===== config.mk =====
export PLATFORM = sky130hd
export DESIGN_NAME = pipe_hazard_ctrl
export DESIGN_NICKNAME = d
export VERILOG_FILES = /design/src/rtl/pipe_hazard_ctrl.sv
export SDC_FILE = /design/constraint.sdc
export NUM_CORES = 1
export LEC_CHECK = 0
export CORE_UTILIZATION = 35
export CTS_CLUSTER_SIZE = 40
export DETAILED_ROUTE_END_ITERATION = 8
export PLACE_DENSITY = 0.77
export SETUP_SLACK_MARGIN = 0.1
export SLEW_MARGIN = 20
export SYNTH_ARGS = -nofsm -noshare
export SYNTH_HDL_FRONTEND = slang
export SYNTH_SLANG_ARGS = --single-unit

===== constraint.sdc =====
create_clock -name CLK -period 4.77 [get_ports CLK]
set_input_delay 1.1925 -clock CLK [delete_from_list [all_inputs] [get_ports CLK]]
set_output_delay 1.1925 -clock CLK [all_outputs]
set_load 0.05 [all_outputs]

===== src/rtl/pipe_hazard_ctrl.sv =====
// Pipeline hazard sequencer: per-stage enable/flush, dcache miss tracking with held load
// data, sticky halt and saturating stall/flush counters.
module pipe_hazard_ctrl #(
  parameter int CNT_W = 16
) (
  input  logic             CLK,
  input  logic             nRST,
  input  logic             ihit,
  input  logic             dhit,
  input  logic             mem_dREN,
  input  logic             mem_dWEN,
  input  logic [31:0]      dmemload,
  input  logic             ex_dREN,
  input  logic [4:0]       ex_dest,
  input  logic [4:0]       id_rs,
  input  logic [4:0]       id_rt,
  input  logic             id_jump,
  input  logic             mem_brtaken,
  input  logic             wb_halt,
  output logic             pc_en,
  output logic             ifid_en,
  output logic             idex_en,
  output logic             exmem_en,
  output logic             memwb_en,
  output logic             ifid_flush,
  output logic             idex_flush,
  output logic             exmem_flush,
  output logic             memwb_flush,
  output logic             dmem_mask,
  output logic             use_held,
  output logic [31:0]      held_load,
  output logic             halt,
  output logic [CNT_W-1:0] stall_cnt,
  output logic [CNT_W-1:0] flush_cnt
);

  // state  | meaning
  // RUN    | normal operation, no outstanding data access
  // DWAIT  | MEM-stage access issued, waiting for dhit
  // DDONE  | access finished before ihit; data held, re-issue masked
  // HALTED | halt retired; only reset leaves
  typedef enum logic [1:0] {RUN, DWAIT, DDONE, HALTED} state_t;

  state_t           state_q, state_d;
  logic [31:0]      held_q, held_d;
  logic [CNT_W-1:0] stall_q, stall_d, flush_q, flush_d;
  logic             memreq, advance, load_use;

  assign memreq   = mem_dREN | mem_dWEN;
  assign load_use = ex_dREN && (ex_dest != 5'd0) && ((ex_dest == id_rs) || (ex_dest == id_rt));

  always_ff @(posedge CLK or negedge nRST) begin
    if (!nRST) begin
      state_q <= RUN;
      held_q  <= '0;
      stall_q <= '0;
      flush_q <= '0;
    end else begin
      state_q <= state_d;
      held_q  <= held_d;
      stall_q <= stall_d;
      flush_q <= flush_d;
    end
  end

  // Outputs are forced low while nRST is asserted, independent of the clock.
  always_comb begin
    state_d     = state_q;
    held_d      = held_q;
    stall_d     = stall_q;
    flush_d     = flush_q;
    advance     = 1'b0;
    pc_en       = 1'b0;
    ifid_en     = 1'b0;
    idex_en     = 1'b0;
    exmem_en    = 1'b0;
    memwb_en    = 1'b0;
    ifid_flush  = 1'b0;
    idex_flush  = 1'b0;
    exmem_flush = 1'b0;
    memwb_flush = 1'b0;
    dmem_mask   = 1'b0;
    use_held    = 1'b0;
    halt        = 1'b0;
    if (nRST) begin
      if (state_q == HALTED || wb_halt) begin
        halt    = 1'b1;
        state_d = HALTED;
      end else begin
        case (state_q)
          RUN: begin
            if (memreq && !dhit) begin
              state_d = DWAIT;
            end else if (memreq && !ihit) begin
              state_d = DDONE;
              held_d  = dmemload;
            end else begin
              advance = ihit;
            end
          end
          DWAIT: begin
            if (dhit && ihit) begin
              advance = 1'b1;
              state_d = RUN;
            end else if (dhit) begin
              state_d = DDONE;
              held_d  = dmemload;
            end
          end
          DDONE: begin
            dmem_mask = 1'b1;
            use_held  = mem_dREN;
            if (ihit) begin
              advance = 1'b1;
              state_d = RUN;
            end
          end
          default: state_d = HALTED;
        endcase

        if (advance) begin
          pc_en    = 1'b1;
          ifid_en  = 1'b1;
          idex_en  = 1'b1;
          exmem_en = 1'b1;
          memwb_en = 1'b1;
          // Taken branch squashes everything younger, so a pending stall or jump is moot.
          if (mem_brtaken) begin
            ifid_flush  = 1'b1;
            idex_flush  = 1'b1;
            exmem_flush = 1'b1;
          end else if (load_use) begin
            pc_en      = 1'b0;
            ifid_en    = 1'b0;
            idex_flush = 1'b1;
          end else if (id_jump) begin
            ifid_flush = 1'b1;
          end
        end

        if (!pc_en && stall_q != '1)
          stall_d = stall_q + 1'b1;
        if (advance && mem_brtaken && flush_q != '1)
          flush_d = flush_q + 1'b1;
      end
    end
  end

  assign held_load = held_q;
  assign stall_cnt = stall_q;
  assign flush_cnt = flush_q;

endmodule


### Yosys cells after proc, flatten, opt, wreduce, memory -nomap -nowiden

Index checks and enable logic that the tools add are counted.

* bits in registers: 66
* output and inout port bits: 76
* logic and storage cells: 96

* add/sub/neg operators: 2
* equality and inequality tests: 14
* muxes and demuxes: 54
* bitwise operators: 2
* reduce and logical (&&, ||, !) cells: 20

Operators by type and width (count)
* $mux W32: 4
* $pmux W32 S2: 1
* $mux W1: 41
* $add A16 B1 Y16 const B: 2
* $ne A16 B16 Y1 const B: 2
* $mux W2: 6
* $eq A5 B5 Y1: 2
* $logic_and A1 B1 Y1: 8
* $ne A2 B2 Y1 const B: 4
* $ne A4 B4 Y1 const B: 2
* $reduce_and A7 Y1: 1
* $pmux W2 S3: 1
* $reduce_and A3 Y1: 2
* $reduce_bool A5 Y1: 1
* $eq A2 B2 Y1 const B: 2
* $reduce_and A4 Y1: 1
* $logic_not A1 Y1: 3
* $ne A3 B3 Y1 const B: 1
* $pmux W1 S3: 1
* $eq A2 B1 Y1 const B: 1
* $logic_not A2 Y1: 1
* $logic_or A1 B1 Y1: 2
* $reduce_bool A2 Y1: 1
* $not A1 Y1: 1
* $or A1 B1 Y1: 1

### Depth between registers and ports, before layout

Gate-level depths: netlist of run 1.

* word-level depth: 13
* gate-level depth with buffers: 8
* depth with buffers taken out: 7

### Worst setup path before layout of run 1

Ideal clock, no wire load.

* path kind: input to output
* start: input port mem_dWEN
* end: output port pc_en
* data arrival time: 3.415 ns
* data required time: 3.578 ns
* path slack: 0.162 ns
* stages on the path: 6
* buffers on the path: 1
* path through: o21ba_2 -> o21ai_0 -> nand2_1 -> nor2_1 -> o31a_1 -> buf_4

* word-level cells in the longest chain between the ends: 12

Ends and longest elaborated chain
* start: declaration: line 11 `input logic mem_dWEN,`
* $or A1 B1 Y1 *: line 49 `assign memreq = mem_dREN | mem_dWEN;`
* $logic_and A1 B1 Y1: line 94 `end else if (memreq && !ihit) begin`
* $mux W1: line 94
* $mux W1 *: line 92 `if (memreq && !dhit) begin`
* $pmux W1 S3 *: line 90 `case (state_q)`
* $mux W1 *: line 86 `if (state_q == HALTED || wb_halt) begin`
* $mux W1 *: line 85 `if (nRST) begin`
* $mux W1 *: line 121 `if (advance) begin`
* $mux W1 *: line 86
* $mux W1 *: line 85
* $mux W1 *: line 86
* $mux W1 *: line 85
* end: declaration: line 20 `output logic pc_en,`

Every way passes the cells marked *; elsewhere a longest branch is shown, timed or not. The select of a mux whose other input is x is not followed.

### Final worst setup path of run 1

* start: input port ex_dest[1]
* end: output port ifid_flush

* word-level cells in the longest chain between the ends: 8

Ends and longest elaborated chain
* start: declaration: line 14 `input logic [4:0] ex_dest,`
* $eq A5 B5 Y1 / $reduce_bool A5 Y1 (equally long branches): line 50 `assign load_use = ex_dREN && (ex_dest != 5'd0) && ((ex_dest == id_rs) || (ex_dest == id_rt));`
* $logic_or A1 B1 Y1 / $logic_and A1 B1 Y1 (equally long branches): line 50
* $logic_and A1 B1 Y1 *: line 50
* $mux W1 *: line 132 `end else if (load_use) begin`
* $mux W1 *: line 128 `if (mem_brtaken) begin`
* $mux W1 *: line 121
* $mux W1 *: line 86
* $mux W1 *: line 85
* end: declaration: line 25 `output logic ifid_flush,`

Every way passes the cells marked *; elsewhere a longest branch is shown, timed or not.

==> results of run 1 <==
==> synthesized netlist by cell type (3+ instances only) <==
cell      n  area share [%]
nand3_1  13             2.1
buf_4     4            0.96
nand2_1  12             1.4
nor2_1   18             2.2
mux2_2   31              11
mux2_1    3             1.1
a21oi_1   5            0.80
and3_1    6             1.2
nor3_1    7             1.1
nor2b_1   3            0.60
and4_1    5             1.4
dfrtp_1  66              53
o21ai_0   3            0.48
buf_2     5            0.80
xor2_1   29             8.1
xnor2_1  11             3.1
nor4_1    4            0.80
nand4_1   9             1.8
==> layer usage <==
layer / global-route usage, % / up-vias / part of all wire, %
met5: 0 / - / 0
met3: 3.05 / 11 / 6.9
li1: - / 1200 / -
met2: 30.0 / 97 / 50
met4: 8.09 / 0 / 1.6
met1: 20.0 / 1265 / 41
==> critical path, stage by stage <==
cell	delay [ns]
clkdlybuf4s50_1	0.47
or4_1	0.54
o21ai_1	0.23
nor2_1	0.09
nor2b_1	0.14
o21a_1	0.18
buf_12	0.15
==> final cells by class <==
type	count	area, sq um
inverter	2	7.51
clock inverter	2	35.0
fill	757	3870
tap	108	135
timing repair buffer	134	1400
clock buffer	14	163
multi-input combinational	185	1410
sequential	66	1650
==> flip-flops by register name (all words and copies together), names as in the netlist <==
| name | cells |
|---|---|
| held_load | 32 |
| flush_cnt | 16 |
| stall_cnt | 16 |
| state_q | 2 |
==> path summary, 6_finish.rpt <==
| kind | cells after the start | end | from | slack [ns] |
|---|---|---|---|---|
| max | 7 | ifid_flush | ex_dest[1] | 0.60 |
| min | 1 | stall_cnt[14] | stall_cnt[14] | 0.49 |
| max reg2reg | 5 | stall_cnt[1] | stall_cnt[7] | 2.28 |
| min reg2reg | 1 | stall_cnt[14] | stall_cnt[14] | 0.49 |
| max in group asynchronous | 2 | stall_cnt[13] | nRST | 3.10 |
| min in group asynchronous | 1 | state_q[1] | nRST | 0.65 |
==> power by group through the flow <==
stage | combinational, mW | clock (mW) | sequential, mW
after CTS | 0.317 | 0.491 | 0.618
after detailed placement | 0.316 | 0 | 0.629
final | 0.313 | 0.472 | 0.618
after floorplan | 0.0504 | 0 | 0.746
after global routing | 0.332 | 0.513 | 0.623
after global placement | 0.311 | 0 | 0.626
==> cells by family (layout without fill, tap and decap cells) <==
family,Yosys count,in the layout
simple gates,89,89
buf+inv,13,152
other cells,1,1
xor+xnor,40,40
compound gates,19,19
mux,34,34
fa+ha+maj,2,2
flops,66,66
==> out/qor.txt, run 1 <==
CTS sink count = 66
Max-cap viol count = 0
CTS resizes = 0
Power share of the clock group = 33.6%
Core area = 8680 sq um
Vias in the first global route = 2516
Drt via density = 5.04
Worst slew margin = 45.6%
CTS tree = built
Outcome = finished, final reports clean
Max clock buf depth = 2
Rows = 34
Final core occ = 55.4%
Comb pwr share = 22.3%
Syn. warnings = 0
Remaining DRCs = 0
Total power divided by cell area = 292 nW/um^2
Non-Filler Instances = 511
Synth Area in Compound Gates = 4.80%
Starting Density = 36.1%
Placed cell area = 4610 sq um
Cell area after layout = 4810 sq um
Sw frac = 29.2%
Setup TNS = 0 ns
DIE AREA = 9320 sq um
Syn Nets = 323
Commonest cells after routing, fill and taps aside = clkdlybuf4s50_1 (120), dfrtp_1 (66), mux2_2 (31), xor2_1 (29), nor2_1 (18)
Worst Skew = 0.00855 ns
Final ANT Viol Nets = 0
Int Pwr = 994 uW
RSZ-0062 raised after global routing = no
Grt total ovfl = 0
CP Capture Type = output pin
Post-synthesis mux area share = 12.2%
Layout cell share with drive strength beyond 1 = 16.4%
Hold crit path type = flop to flop
GRT Util Overall = 17.0%
Ys flop type = dfrtp_1
Pleak = 2.14 nW
First-pass GRT wire length = 11900 um
FF+latch count, synth = 66
Cells after Synth = 264
Asr flop ratio synth = 100%
Die W = 96.6 um
Post-CTS Hold Buffers = 0
Wirelength per Cell = 14.8 um
FMAX = 0.240 GHz
Syn avg cell area = 11.9 sq um
GPL Wtd Cong = 0.778
Design Power = 1.40 mW
PortBufs = 131
Kind of critical path = primary input to output pin
Largest family of logic cells by synthesized area = simple AND/OR/NAND/NOR gates
Final hold slack = 0.490 ns
Post-DP HPWL = 5580 um
Via count = 2573
Antenna violations before repair = 0
Sw Pwr = 409 uW
Post-synthesis xor/xnor area fraction = 11.2%
CP required = 3.58 ns
Post-place setup slack = 0.593 ns
Max-slew violations = 0
CTS buffer count = 9
Largest net degree at the start of global routing = 67
CTS clk-pin slew, worst paths = 0.06 ns
# IOs = 133
Seq pwr share = 44.0%
Seq/Total Area, Yosys = 52.8%
Clk_lat worst skew = 0.33 ns
Netlist Area Pre-Place = 3130 sq um
DRT Pass-1 Iters = 4
Number of synthesized flops with an enable pin = 0
Minimum clock period = 4.17 ns
Area Overhead vs Synth = 53.7%
N_diodes = 0
Simple-Gate Fraction of Synth Area = 15.6%
Critical Path AT = 2.98 ns
Post-Route WL = 7580 um
Max VDD drop = 0.172 mV
1st-iter DRT viols = 71
Commonest non-fill, non-tap cell in the layout = clkdlybuf4s50_1
Netlist cell types = 44
Root buf cell = clkbuf_8
Dpl cells = 495
Tcrit/Tclk final = 87.4%
Startpoint types = primary input
Setup violators final = 0
Actual slew at the worst max-slew pin = 0.816 ns
Setup WS post-layout = 0.599 ns
DIE HEIGHT = 96.6 um
# nets final = 457
Post-CTS Setup Bufs = 0
Synth Area in Adders = 0.800%
Final hold violation count = 0
Crit path max fanout = 3
CTS H-Tree Depth = 3
Power figures use the tool's default switching activity.
==> run 2, diff against run 1 <==
--- a/config.mk
+++ b/config.mk
@@ -10,7 +10,6 @@
 export DETAILED_ROUTE_END_ITERATION = 8
 export PLACE_DENSITY = 0.77
 export SETUP_SLACK_MARGIN = 0.1
-export SLEW_MARGIN = 20
 export SYNTH_ARGS = -nofsm -noshare
 export SYNTH_HDL_FRONTEND = slang
 export SYNTH_SLANG_ARGS = --single-unit
==> results of run 2 <==
Final layout, timing and power as in run 1 (identical DEF).
==> run 3, diff against run 2 <==
--- a/config.mk
+++ b/config.mk
@@ -5,10 +5,10 @@
 export SDC_FILE = /design/constraint.sdc
 export NUM_CORES = 1
 export LEC_CHECK = 0
-export CORE_UTILIZATION = 35
+export CORE_UTILIZATION = 46
 export CTS_CLUSTER_SIZE = 40
 export DETAILED_ROUTE_END_ITERATION = 8
-export PLACE_DENSITY = 0.77
+export PLACE_DENSITY = 0.95
 export SETUP_SLACK_MARGIN = 0.1
 export SYNTH_ARGS = -nofsm -noshare
 export SYNTH_HDL_FRONTEND = slang
==> run 3 against run 2 <==
  * The flow now finishes with violations (DRC)
  * Clock power decreased by 15%
  * Die area decreased by 23%
  * Setup slack got worse by 0.12 ns
  * Largest cell class unchanged
  * Highest routed layer unchanged
==> out/qor.txt, run 3 (synthesis gave the netlist of run 1 again) <==
# nets final = 458 (+0.22%)
Starting Density = 48.5% (+12 points)
# IOs = 133 (unchanged)
Startpoint types = primary input
Die W = 84.5 um (-13%)
GPL Wtd Cong = 0.790 (+1.6%)
GRT Util Overall = 21.7% (+4.7 points)
N_diodes = 0 (unchanged)
Setup TNS = 0 ns (unchanged)
Fillers = 458 (-39%)
Total power divided by cell area = 280 nW/um^2 (-3.9%)
Post-place setup slack = 0.488 ns (-0.105 ns)
Final hold violation count = 0 (unchanged)
Hold crit path type = flop to flop
CTS H-Tree Depth = 3 (unchanged)
Wirelength per Cell = 15.4 um (+3.7%)
CTS tree = built
Failing checks = DRC
CTS resizes = 0 (unchanged)
Commonest cells after routing, fill and taps aside = clkdlybuf4s50_1 (120), dfrtp_1 (66), mux2_2 (31), xor2_1 (29), nor2_1 (18)
Sw frac = 30.4% (+1.3 points)
CP required = 3.58 ns (about the same)
Max VDD drop = 0.235 mV (+37%)
Max-slew violations = 0 (unchanged)
Sw Pwr = 405 uW (-1.1%)
Final ANT Viol Nets = 0 (unchanged)
Grt total ovfl = 0 (unchanged)
Max-cap viol count = 0 (unchanged)
Post-Route WL = 7400 um (-2.4%)
Actual slew at the worst max-slew pin = 0.531 ns (-0.285 ns)
Worst reg2reg startpoint = stall_cnt[7]
Post-CTS Hold Buffers = 0 (unchanged)
Crit path max fanout = 3 (unchanged)
Setup violators final = 0 (unchanged)
Max clock buf depth = 2 (unchanged)
Worst Skew = 0.00956 ns (+0.00101 ns)
Power share of the clock group = 30.0% (-3.6 points)
Area Overhead vs Synth = 51.6%
Worst Hold Depth = 1 (unchanged)
Seq pwr share = 46.4% (+2.4 points)
Largest net degree at the start of global routing = 37 (-45%)
Critical Path AT = 3.09 ns (+0.11 ns)
First-pass GRT wire length = 12100 um (+1.0%)
Hold Path Sink = held_load[7]
FMAX = 0.233 GHz (-2.7%)
Hold_sp = held_load[7]
PortBufs = 131 (unchanged)
CTS sink count = 66 (unchanged)
Worst slew margin = 64.5% (+19 points)
DIE AREA = 7140 sq um (-23%)
Antenna violations before repair = 0 (unchanged)
RSZ-0062 raised after global routing = no
Via count = 2495 (-3.0%)
Vias in the first global route = 2520 (+0.16%)
Remaining DRCs = 10 (+10)
Int Pwr = 925 uW (-6.9%)
Worst-case reg-to-reg path depth = 5 (unchanged)
Pleak = 2.13 nW (-0.41%)
Kind of critical path = primary input to output pin
Core area = 6460 sq um (-26%)
Rows = 29 (-15%)
Design Power = 1.33 mW (-5.2%)
Flop2flop setup slack = 2.55 ns (+0.27 ns)
Comb pwr share = 23.6% (+1.3 points)
Post-CTS Setup Bufs = 0 (unchanged)
Tcrit/Tclk final = 89.9% (+2.4 points)
1st-iter DRT viols = 111 (+56%)
Drt via density = 5.19 (+3.0%)
Post-DP HPWL = 5630 um (+0.99%)
RR Endpoint = stall_cnt[1]
Minimum clock period = 4.29 ns (+0.116 ns)
Max reg flops = 32 (unchanged)
Layout cell share with drive strength beyond 1 = 16.6% (+0.21 points)
CP Capture Type = output pin
DRT Pass-1 Iters = 6 (+2)
Outcome = complete, but fails checks
Root buf cell = clkbuf_8
Clk_lat worst skew = 0.33 ns (about the same)
DIE HEIGHT = 84.5 um (-13%)
Final hold slack = 0.489 ns (-0.00124 ns)
CTS buffer count = 9 (unchanged)
CTS clk-pin slew, worst paths = 0.06 ns (about the same)
Commonest non-fill, non-tap cell in the layout = clkdlybuf4s50_1
Setup WS post-layout = 0.484 ns (-0.116 ns)
==> run 3: cell count changes in the layout (fill, tap and decap cells not counted), sizes merged <==
cell / delta
buf: +1
clkbuf: -1
bufinv: -1
clkinv: +2
==> run 3: metal layers <==
metal | global-route usage, % | part of all wire, %
met2 | 38.7 | 51
met1 | 25.2 | 40
met4 | 8.32 | 1.6
met3 | 5.31 | 7.1
met5 | 0 | 0
==> run 3: critical path: stages <==
cell	delay [ns]
clkdlybuf4s50_1	0.46
or4_1	0.54
o21ai_1	0.33
nor2_1	0.11
nor2b_1	0.14
o21a_1	0.17
buf_12	0.14
==> run 3: power groups by stage <==
stage | Combinational [mW] | Clock (mW) | Sequential [mW]
global route | 0.328 | 0.439 | 0.621
finish | 0.313 | 0.399 | 0.617
global placement | 0.310 | 0 | 0.625
floorplan | 0.0504 | 0 | 0.746
detailed placement | 0.314 | 0 | 0.627
CTS | 0.316 | 0.412 | 0.617
==> run 3: final cells by class <==
| type | instances | area [sq um] | area share (%) |
|---|---|---|---|
| Tap cell | 77 | 96.3 | 2.03 |
| Clock inverter | 3 | 15.0 | 0.317 |
| Timing Repair Buffer | 135 | 1410 | 29.8 |
| Sequential cell | 66 | 1650 | 34.8 |
| Multi-Input combinational cell | 185 | 1410 | 29.8 |
| Clock buffer | 13 | 149 | 3.14 |
| Inverter | 2 | 7.51 | 0.158 |
==> run 3: worst max-delay path by stage <==
| stage | startpoint | slack, ns | endpoint | cells after the start |
|---|---|---|---|---|
| 6_report | ex_dest[1] | 0.48 | ifid_flush | 7 |
| 4_1_cts | ex_dest[1] | 0.49 | ifid_flush | 7 |
| 3_3_place_gp | ex_dest[1] | 0.56 | ifid_flush | 7 |
| 3_5_place_dp | ex_dest[1] | 0.49 | ifid_flush | 7 |
| 2_1_floorplan | mem_dWEN | 0.16 | pc_en | 6 |
| 5_1_grt | ex_dest[1] | 0.38 | ifid_flush | 7 |
==> run 3: metrics by stage <==
stage,area (sq um),instances,util (%)
global route,4740,481,73.4
finish,4740,481,73.4
global placement,4580,465,70.9
CTS,4740,481,73.4
detailed placement,4580,465,70.9
floorplan,3130,264,-
